File: config.mk
export PLATFORM = sky130hd
export DESIGN_NAME = cdc_toggle_sink
export DESIGN_NICKNAME = d
export VERILOG_FILES = /design/src/rtl/cdc_toggle_sink.sv
export SDC_FILE = /design/constraint.sdc
export NUM_CORES = 1
export LEC_CHECK = 0
export CAP_MARGIN = 5
export CORE_ASPECT_RATIO = 0.75
export CORE_MARGIN = 2
export CORE_UTILIZATION = 36
export CTS_CLUSTER_DIAMETER = 30
export CTS_CLUSTER_SIZE = 16
export DETAILED_ROUTE_END_ITERATION = 8
export HOLD_SLACK_MARGIN = 0.05
export PLACE_DENSITY = 0.74
export SLEW_MARGIN = 20
export SYNTH_ARGS = -nofsm -noshare
export SYNTH_HDL_FRONTEND = slang
export SYNTH_SLANG_ARGS = --single-unit
File: constraint.sdc
create_clock -name clock -period 1.6 [get_ports clock]
set_input_delay 0.4 -clock clock [delete_from_list [all_inputs] [get_ports clock]]
set_output_delay 0.4 -clock clock [all_outputs]
set_load 0.01 [all_outputs]
File: src/rtl/cdc_toggle_sink.sv
// cdc_toggle_sink: receive endpoint of a toggle-handshake CDC; waits a settle time,
// captures the held payload, offers it on valid/ready and returns an ack toggle.
module cdc_toggle_sink #(
  parameter int WIDTH  = 32,
  parameter int SETTLE = 1
) (
  input  logic             clock,
  input  logic             reset,
  input  logic             req_sync,
  input  logic [WIDTH-1:0] data,
  output logic             ack_toggle,
  output logic             deq_valid,
  input  logic             deq_ready,
  output logic [WIDTH-1:0] deq_bits,
  output logic             busy,
  output logic             proto_err
);
  typedef enum logic [1:0] {S_IDLE, S_SETTLE, S_FULL} state_t;
  state_t           state_q, state_d;
  logic             req_seen_q, req_seen_d;
  logic [3:0]       cnt_q, cnt_d;
  logic             ack_q, ack_d;
  logic             err_q, err_d;
  logic [WIDTH-1:0] bits_q, bits_d;
  logic             pending;
  assign pending = req_sync != req_seen_q;
  always_comb begin
    state_d    = state_q;
    req_seen_d = req_seen_q;
    cnt_d      = cnt_q;
    ack_d      = ack_q;
    bits_d     = bits_q;
    err_d      = err_q | (state_q != S_IDLE && pending);
    case (state_q)
      S_IDLE: if (pending) begin
        req_seen_d = req_sync;
        if (SETTLE == 0) begin
          bits_d  = data;
          state_d = S_FULL;
        end else begin
          cnt_d   = 4'(SETTLE);
          state_d = S_SETTLE;
        end
      end
      S_SETTLE: if (cnt_q > 4'd1) cnt_d = cnt_q - 4'd1;
      else begin
        bits_d  = data;
        state_d = S_FULL;
      end
      S_FULL: if (deq_ready) begin
        ack_d   = ~ack_q;
        state_d = S_IDLE;
      end
      default: state_d = S_IDLE;
    endcase
  end
  always_ff @(posedge clock) begin
    if (reset) begin
      state_q    <= S_IDLE;
      req_seen_q <= 1'b0;
      cnt_q      <= 4'd0;
      ack_q      <= 1'b0;
      err_q      <= 1'b0;
      bits_q     <= '0;
    end else begin
      state_q    <= state_d;
      req_seen_q <= req_seen_d;
      cnt_q      <= cnt_d;
      ack_q      <= ack_d;
      err_q      <= err_d;
      bits_q     <= bits_d;
    end
  end
  assign ack_toggle = ack_q;
  assign deq_valid  = state_q == S_FULL;
  assign busy       = state_q != S_IDLE;
  assign deq_bits   = bits_q;
  assign proto_err  = err_q;
endmodule

==> impl_metrics.py, run 1 <==
metrics = {
    "placement": {
        "routabilityCongestion": 0.7808,
        "place_ws_ps": -9.589,
        "dp_hpwl_um": 2784,
        "portBuffers": 71,
    },
    "clocking": {
        "cts_max_level": 2,
        "cts_buffers": 5,
        "clockBufferDepth": 2,
        "ctsHoldBuffers": 0,
        "insertion_delay_ps": 290,
        "cts-root-buf": "clkbuf_8",
        "cts_tree": "done",
        "clkTransAtPathRegs_ps": 70,
        "cts.sinks": 41,
    },
    "sta": {
        "min_period_ps": 1561,
        "finalMaxSlewViolations": 0,
        "finalCritPeriodShare": 0.9757,
        "worst_slack_ps": 38.93,
        "holdWs_ps": 452.2,
        "hold_viol": 0,
        "setup_violations": 0,
        "max_slew.worst_pin.slew_ps": 225.4,
        "fmax_ghz": 0.6406,
        "relSlewSlack": 0.8497,
        "skew_ps": 3.804,
    },
    "die": {
        "coreArea_sq_um": 4079,
        "die_h_um": 60.79,
        "start_util": 0.3794,
        "pin_count": 72,
        "std_cell_rows": 20,
        "dieWidth_um": 79.71,
        "dieArea_sq_um": 4845,
    },
    "layout": {
        "area_growth_pct": 76.96,
        "post-route-util": 0.6715,
        "fin_nets": 314,
        "drive_above_1_share": 0.1805,
        "num_antenna_cells": 0,
    },
    "detailed_routing": {
        "first_pass_iters": 4,
        "wl_um": 4138,
        "vias": 1555,
        "drtAntennaViolNets": 0,
        "viasPerCell": 4.684,
        "routedWlPerCell_um": 12.46,
        "drc": 0,
        "drt_iter0_markers": 63,
    },
    "critical_path": {
        "required_ps": 1200,
        "crit_path_max_incr_delay_ps": 540,
        "critical-path-slowest-cell": "clkdlybuf4s50_1",
        "worstPathMaxFanout": 2,
        "cp-start-kind": "flip-flop",
        "worstSetupPathDepth": 1,
        "cp.arrival_ps": 1160,
        "reg2reg_depth": 7,
        "path_delay_family": "buffers and inverters",
        "path_class": "reg -> out",
        "rrSetupSlack_ps": 110,
        "path_cells": "clkdlybuf4s50_1",
        "end_kind": "primary output",
        "path_buf_inv": 1,
    },
    "global_route": {
        "grt_start_max_net_pins": 21,
        "gr-total-overflow": 0,
        "grt_pass1_vias": 1402,
        "track_usage": 0.1679,
        "grt_pass1_wl_um": 6223,
        "antenna_found_initial": 0,
    },
    "logic_synthesis": {
        "synth_most_common_cell": "nand2_1",
        "synth_area_sq_um": 1548,
        "synth_commonest_cells": "nand2_1, dfxtp_1, a21oi_1",
        "synth_top_area_cell": "dfxtp_1",
        "synthTopCellsByArea": "dfxtp_1, nand2_1, a21oi_1, buf_6, nor2_1",
        "synth-edff-count": 0,
        "yosysWarnings": 0,
        "seq_area_frac_synth": 0.5303,
        "syn-num-nets": 226,
        "postSynthAreaPerCell_sq_um": 8.233,
        "synth_seq_cells": 41,
        "synthArstFlopShare": 0,
        "ys.flop_type": "dfxtp_1",
        "syn_inst": 188,
        "synth_top_area_frac": 0.5303,
        "ys_types": 25,
    },
    "worst_hold_path": {
        "min_path_type": "reg -> reg",
        "hold_depth": 2,
    },
    "power_and_ir_drop": {
        "p_per_area_nw_per_um2": 1055,
        "p_leak_nw": 1.404,
        "irDropWorstVdd_v": 0.0006442,
    },
    "job": {
        "maxCapViolations": 0,
    },
    "outcome": {
        "outcome": "finished clean",
    },
}
-- sequential cells by signal, summed over array words and instances, names as in the netlist --
| name | count |
|---|---|
| deq_bits | 32 |
| cnt_q | 4 |
| state_q | 2 |
| ack_toggle | 1 |
| proto_err | 1 |
| req_seen_q | 1 |
-- power breakdown --
part | leakage [nW] | switching [mW] | internal [mW]
logic | 1.01 | 0.379 | 0.471
registers | 0.336 | 0.0631 | 1.12
clock network | 0.0585 | 0.343 | 0.508
total | 1.40 | 0.785 | 2.10
-- layout make-up --
cell class / instances / area, sq um
fillers: 329 / 1340
clock inverters: 1 / 30.03
inverters: 4 / 20.02
clock buffers: 7 / 86.33
multi-input cells: 132 / 734.5
well taps: 55 / 68.82
flip-flops and latches: 41 / 829.5
repair buffers: 92 / 969.7
-- routing by layer --
metal / part of all wire / wire [um] / vias up / GRT usage
met4: 0.014 / 56 / 0 / 0.06897
met2: 0.41 / 1702 / 58 / 0.2509
li1: - / - / 788 / -
met1: 0.47 / 1932 / 702 / 0.2106
met3: 0.11 / 447 / 7 / 0.08036
met5: 0 / 0 / - / 0
-- cells in the final DEF (no fill, tap or decap), types with 3 or more instances in the layout --
cell type        synthesis  layout
a21oi_1                 34      29
a21oi_2                  1       6
buf_4                    0      12
buf_6                    3       4
buf_8                    0       3
clkbuf_8                 0       6
clkdlybuf4s50_1          0      44
dfxtp_1                 41      38
dlygate4sd2_1            0       5
dlymetal6s2s_1           0      22
nand2_1                 69      66
nor2_1                   7       5
nor3_1                   3       3
-- metrics by stage --
step / cell area, sq um / cells / TNS (ps) / total power [mW]
after global placement: 2387 / 319 / 0 / 1.919
final: 2739 / 332 / 0 / 2.889
after detailed placement: 2387 / 319 / -11.03 / 1.928
after global routing: 2739 / 332 / -5.625 / 3.036
after floorplan: 1548 / 188 / 0 / 1.540
after CTS: 2511 / 327 / 0 / 2.783
-- logic make-up after synthesis --
family	after synthesis	share of synthesized area
XOR/XNOR	3	0.01698
AND/OR/NAND/NOR	86	0.2336
adder cells (fa/ha/maj)	2	0.01617
buffers and inverters	15	0.05416
AO/OA/AOI/OAI	41	0.1488
flip-flops	41	0.5303
-- path summary, 6_finish.rpt --
check          startpoint           end
min          deq_bits[10]  deq_bits[10]
min reg2reg  deq_bits[10]  deq_bits[10]
max           deq_bits[4]   deq_bits[4]
max reg2reg      cnt_q[0]  deq_bits[13]
-- repair_timing --
action	in CTS	in global routing
endpoints found under the setup margin	11	56
gates resized for setup	10	58
pin swaps	0	5
buffers inserted	0	3
gates cloned	0	3
hold endpoints to repair	0	0
Note: power is estimated with default switching activity, not from simulation.
==> inputs of run 2 (changes only) <==
--- a/config.mk
+++ b/config.mk
@@ -8,12 +8,12 @@
 export CAP_MARGIN = 5
 export CORE_ASPECT_RATIO = 0.75
 export CORE_MARGIN = 2
-export CORE_UTILIZATION = 36
+export CORE_UTILIZATION = 43
 export CTS_CLUSTER_DIAMETER = 30
 export CTS_CLUSTER_SIZE = 16
 export DETAILED_ROUTE_END_ITERATION = 8
 export HOLD_SLACK_MARGIN = 0.05
-export PLACE_DENSITY = 0.74
+export PLACE_DENSITY = 0.83
 export SLEW_MARGIN = 20
 export SYNTH_ARGS = -nofsm -noshare
 export SYNTH_HDL_FRONTEND = slang
==> constraint.sdc (replaced) <==
create_clock -name clock -period 2 [get_ports clock]
set_input_delay 0.5 -clock clock [delete_from_list [all_inputs] [get_ports clock]]
set_output_delay 0.5 -clock clock [all_outputs]
set_load 0.01 [all_outputs]
==> run 2 against run 1 <==
Net effect:
- critical path depth grew 2
- first-iteration DRC count is 27% higher
- die area down 15%
- hold slack better by 1.7 ps
- critical endpoint is now busy
- sequential share of layout area increased by 3.8 points
- sequential power fell by 21%
- worst setup slack improved by 60 ps
- critical path type unchanged
- largest cell class is now sequential cells
==> impl_metrics.py, run 2 (synthesized netlist as in run 1, its figures left out) <==
metrics = {
    "clocking": {
        "post_cts_buffers": 0,
        "clkTransAtPathRegs_ps": 70,
        "clockBufferDepth": 2,
        "cts_tree": "done",
        "cts-root-buf": "clkbuf_8",
        "cts_max_level": 2,
        "cts.sinks": 41,
        "insertion_delay_ps": 290,
        "cts_buffers": 5,
    },
    "die": {
        "start_util": 0.4612,
        "dieWidth_um": 73.28,
        "die_h_um": 55.96,
        "std_cell_rows": 18,
        "coreArea_sq_um": 3356,
        "dieArea_sq_um": 4100,
        "pin_count": 72,
    },
    "critical_path": {
        "r2r_start": "cnt_q[0]",
        "end_kind": "primary output",
        "reg2reg_to": "deq_bits[13]",
        "path_class": "reg -> out",
        "worstPathMaxFanout": 4,
        "cp-start-kind": "flip-flop",
        "cp.arrival_ps": 1400,
        "reg2reg_depth": 7,
        "rrSetupSlack_ps": 220,
        "required_ps": 1500,
    },
    "detailed_routing": {
        "first_pass_iters": 4,
        "vias": 1466,
        "drtAntennaViolNets": 0,
        "drc": 0,
        "routedWlPerCell_um": 12.21,
        "wl_um": 3676,
        "drt_iter0_markers": 80,
        "viasPerCell": 4.870,
    },
    "global_route": {
        "gr-total-overflow": 0,
        "grt_start_max_net_pins": 33,
        "track_usage": 0.1939,
        "antenna_found_initial": 0,
        "grt_pass1_wl_um": 6154,
        "grt_pass1_vias": 1355,
    },
    "sta": {
        "worst_slack_ps": 99.20,
        "hold_viol": 0,
        "skew_ps": 9.631,
        "final.setup.tns_ps": 0,
        "finalCritPeriodShare": 0.9504,
        "rsz0062_at_grt": "no",
        "holdWs_ps": 453.9,
        "relSlewSlack": 0.7562,
        "fmax_ghz": 0.5261,
        "min_period_ps": 1901,
        "max_slew.worst_pin.slew_ps": 364.3,
        "setup_violations": 0,
        "finalMaxSlewViolations": 0,
    },
    "power_and_ir_drop": {
        "switchingPower_uw": 577.4,
        "p_per_area_nw_per_um2": 895.6,
        "pwr-share-clk": 0.318,
        "irDropWorstVdd_v": 0.0006356,
        "p_seq_frac": 0.438,
        "switching_share": 0.2674,
        "p_leak_nw": 0.8721,
        "total_power_mw": 2.159,
        "comb_power_share": 0.244,
        "p_int_mw": 1.582,
    },
    "layout": {
        "post-route-util": 0.7185,
        "fin_cells": 301,
        "largest_reg_flops": 32,
        "mostFrequentLayoutCell": "clkdlybuf4s50_1",
        "num_antenna_cells": 0,
        "area_growth_pct": 55.78,
        "fin_nets": 298,
        "drive_above_1_share": 0.06513,
        "final_cell_mix": "clkdlybuf4s50_1, nand2_1, dfxtp_1, a21oi_1, nor2_1",
        "final_cell_area_sq_um": 2411,
    },
    "placement": {
        "place_ws_ps": 255.1,
        "place_area_sq_um": 2286,
        "dp_hpwl_um": 2615,
        "routabilityCongestion": 0.8835,
        "placedCellCount": 293,
        "portBuffers": 71,
    },
    "worst_hold_path": {
        "hold_depth": 2,
        "holdPathEnd": "deq_bits[3]",
        "min_path_type": "reg -> reg",
        "min_from": "deq_bits[3]",
    },
    "job": {
        "maxCapViolations": 0,
    },
    "outcome": {
        "outcome": "finished clean",
    },
}
==> run 2: cell types whose count changed in the layout (fill, tap and decap cells not counted), sizes merged <==
cell / delta
dlygate4sd2: -5
dlymetal6s2s: -22
clkbuf: -1
clkdlybuf4s50: +27
buf: -15
==> run 2: metal layers <==
layer | part of all wire | GRT usage
met5 | 0 | 0
met4 | 0.0082 | 0.05556
met3 | 0.11 | 0.09964
met2 | 0.41 | 0.2728
met1 | 0.47 | 0.2582
==> run 2: power by group through the flow <==
stage	registers [mW]	logic (mW)	clock network (mW)
2_1_floorplan	0.990	0.243	0
5_1_grt	0.955	0.587	0.730
6_report	0.946	0.527	0.686
3_3_place_gp	0.958	0.520	0
3_5_place_dp	0.962	0.526	0
4_1_cts	0.944	0.531	0.691
==> run 2: worst max-delay path: stages, from the launching register on <==
cell and delay [ps]:
dfxtp_2 400, nor2_1 80, inv_1 100, clkdlybuf4s50_1 540
==> run 2: how the worst max path moves through the flow <==
| stage | start | to | cells after the start |
|---|---|---|---|
| 2_1_floorplan | cnt_q[0] | deq_bits[24] | 8 |
| 3_3_place_gp | req_sync | cnt_q[1] | 5 |
| 3_5_place_dp | req_sync | cnt_q[1] | 5 |
| 4_1_cts | state_q[0] | busy | 3 |
| 5_1_grt | state_q[1] | deq_valid | 2 |
| 6_report | state_q[0] | busy | 3 |
==> run 2: area by class of cell <==
type                            instances  area [sq um]
Clock inverter                          1         30.03
Fill cell                             286         944.7
Sequential cell                        41         822.0
Inverter                                4         15.01
Tap cell                               40         50.05
Multi-Input combinational cell        132         659.4
Clock buffer                            7         86.33
Timing Repair Buffer                   76         748.2
==> run 2: repair_timing <==
action / CTS / global route
hold buffers: 0 / 0
gates resized for setup: 1 / 2
pin swaps: 0 / 0
setup endpoints to repair: 1 / 2
gates cloned: 0 / 0
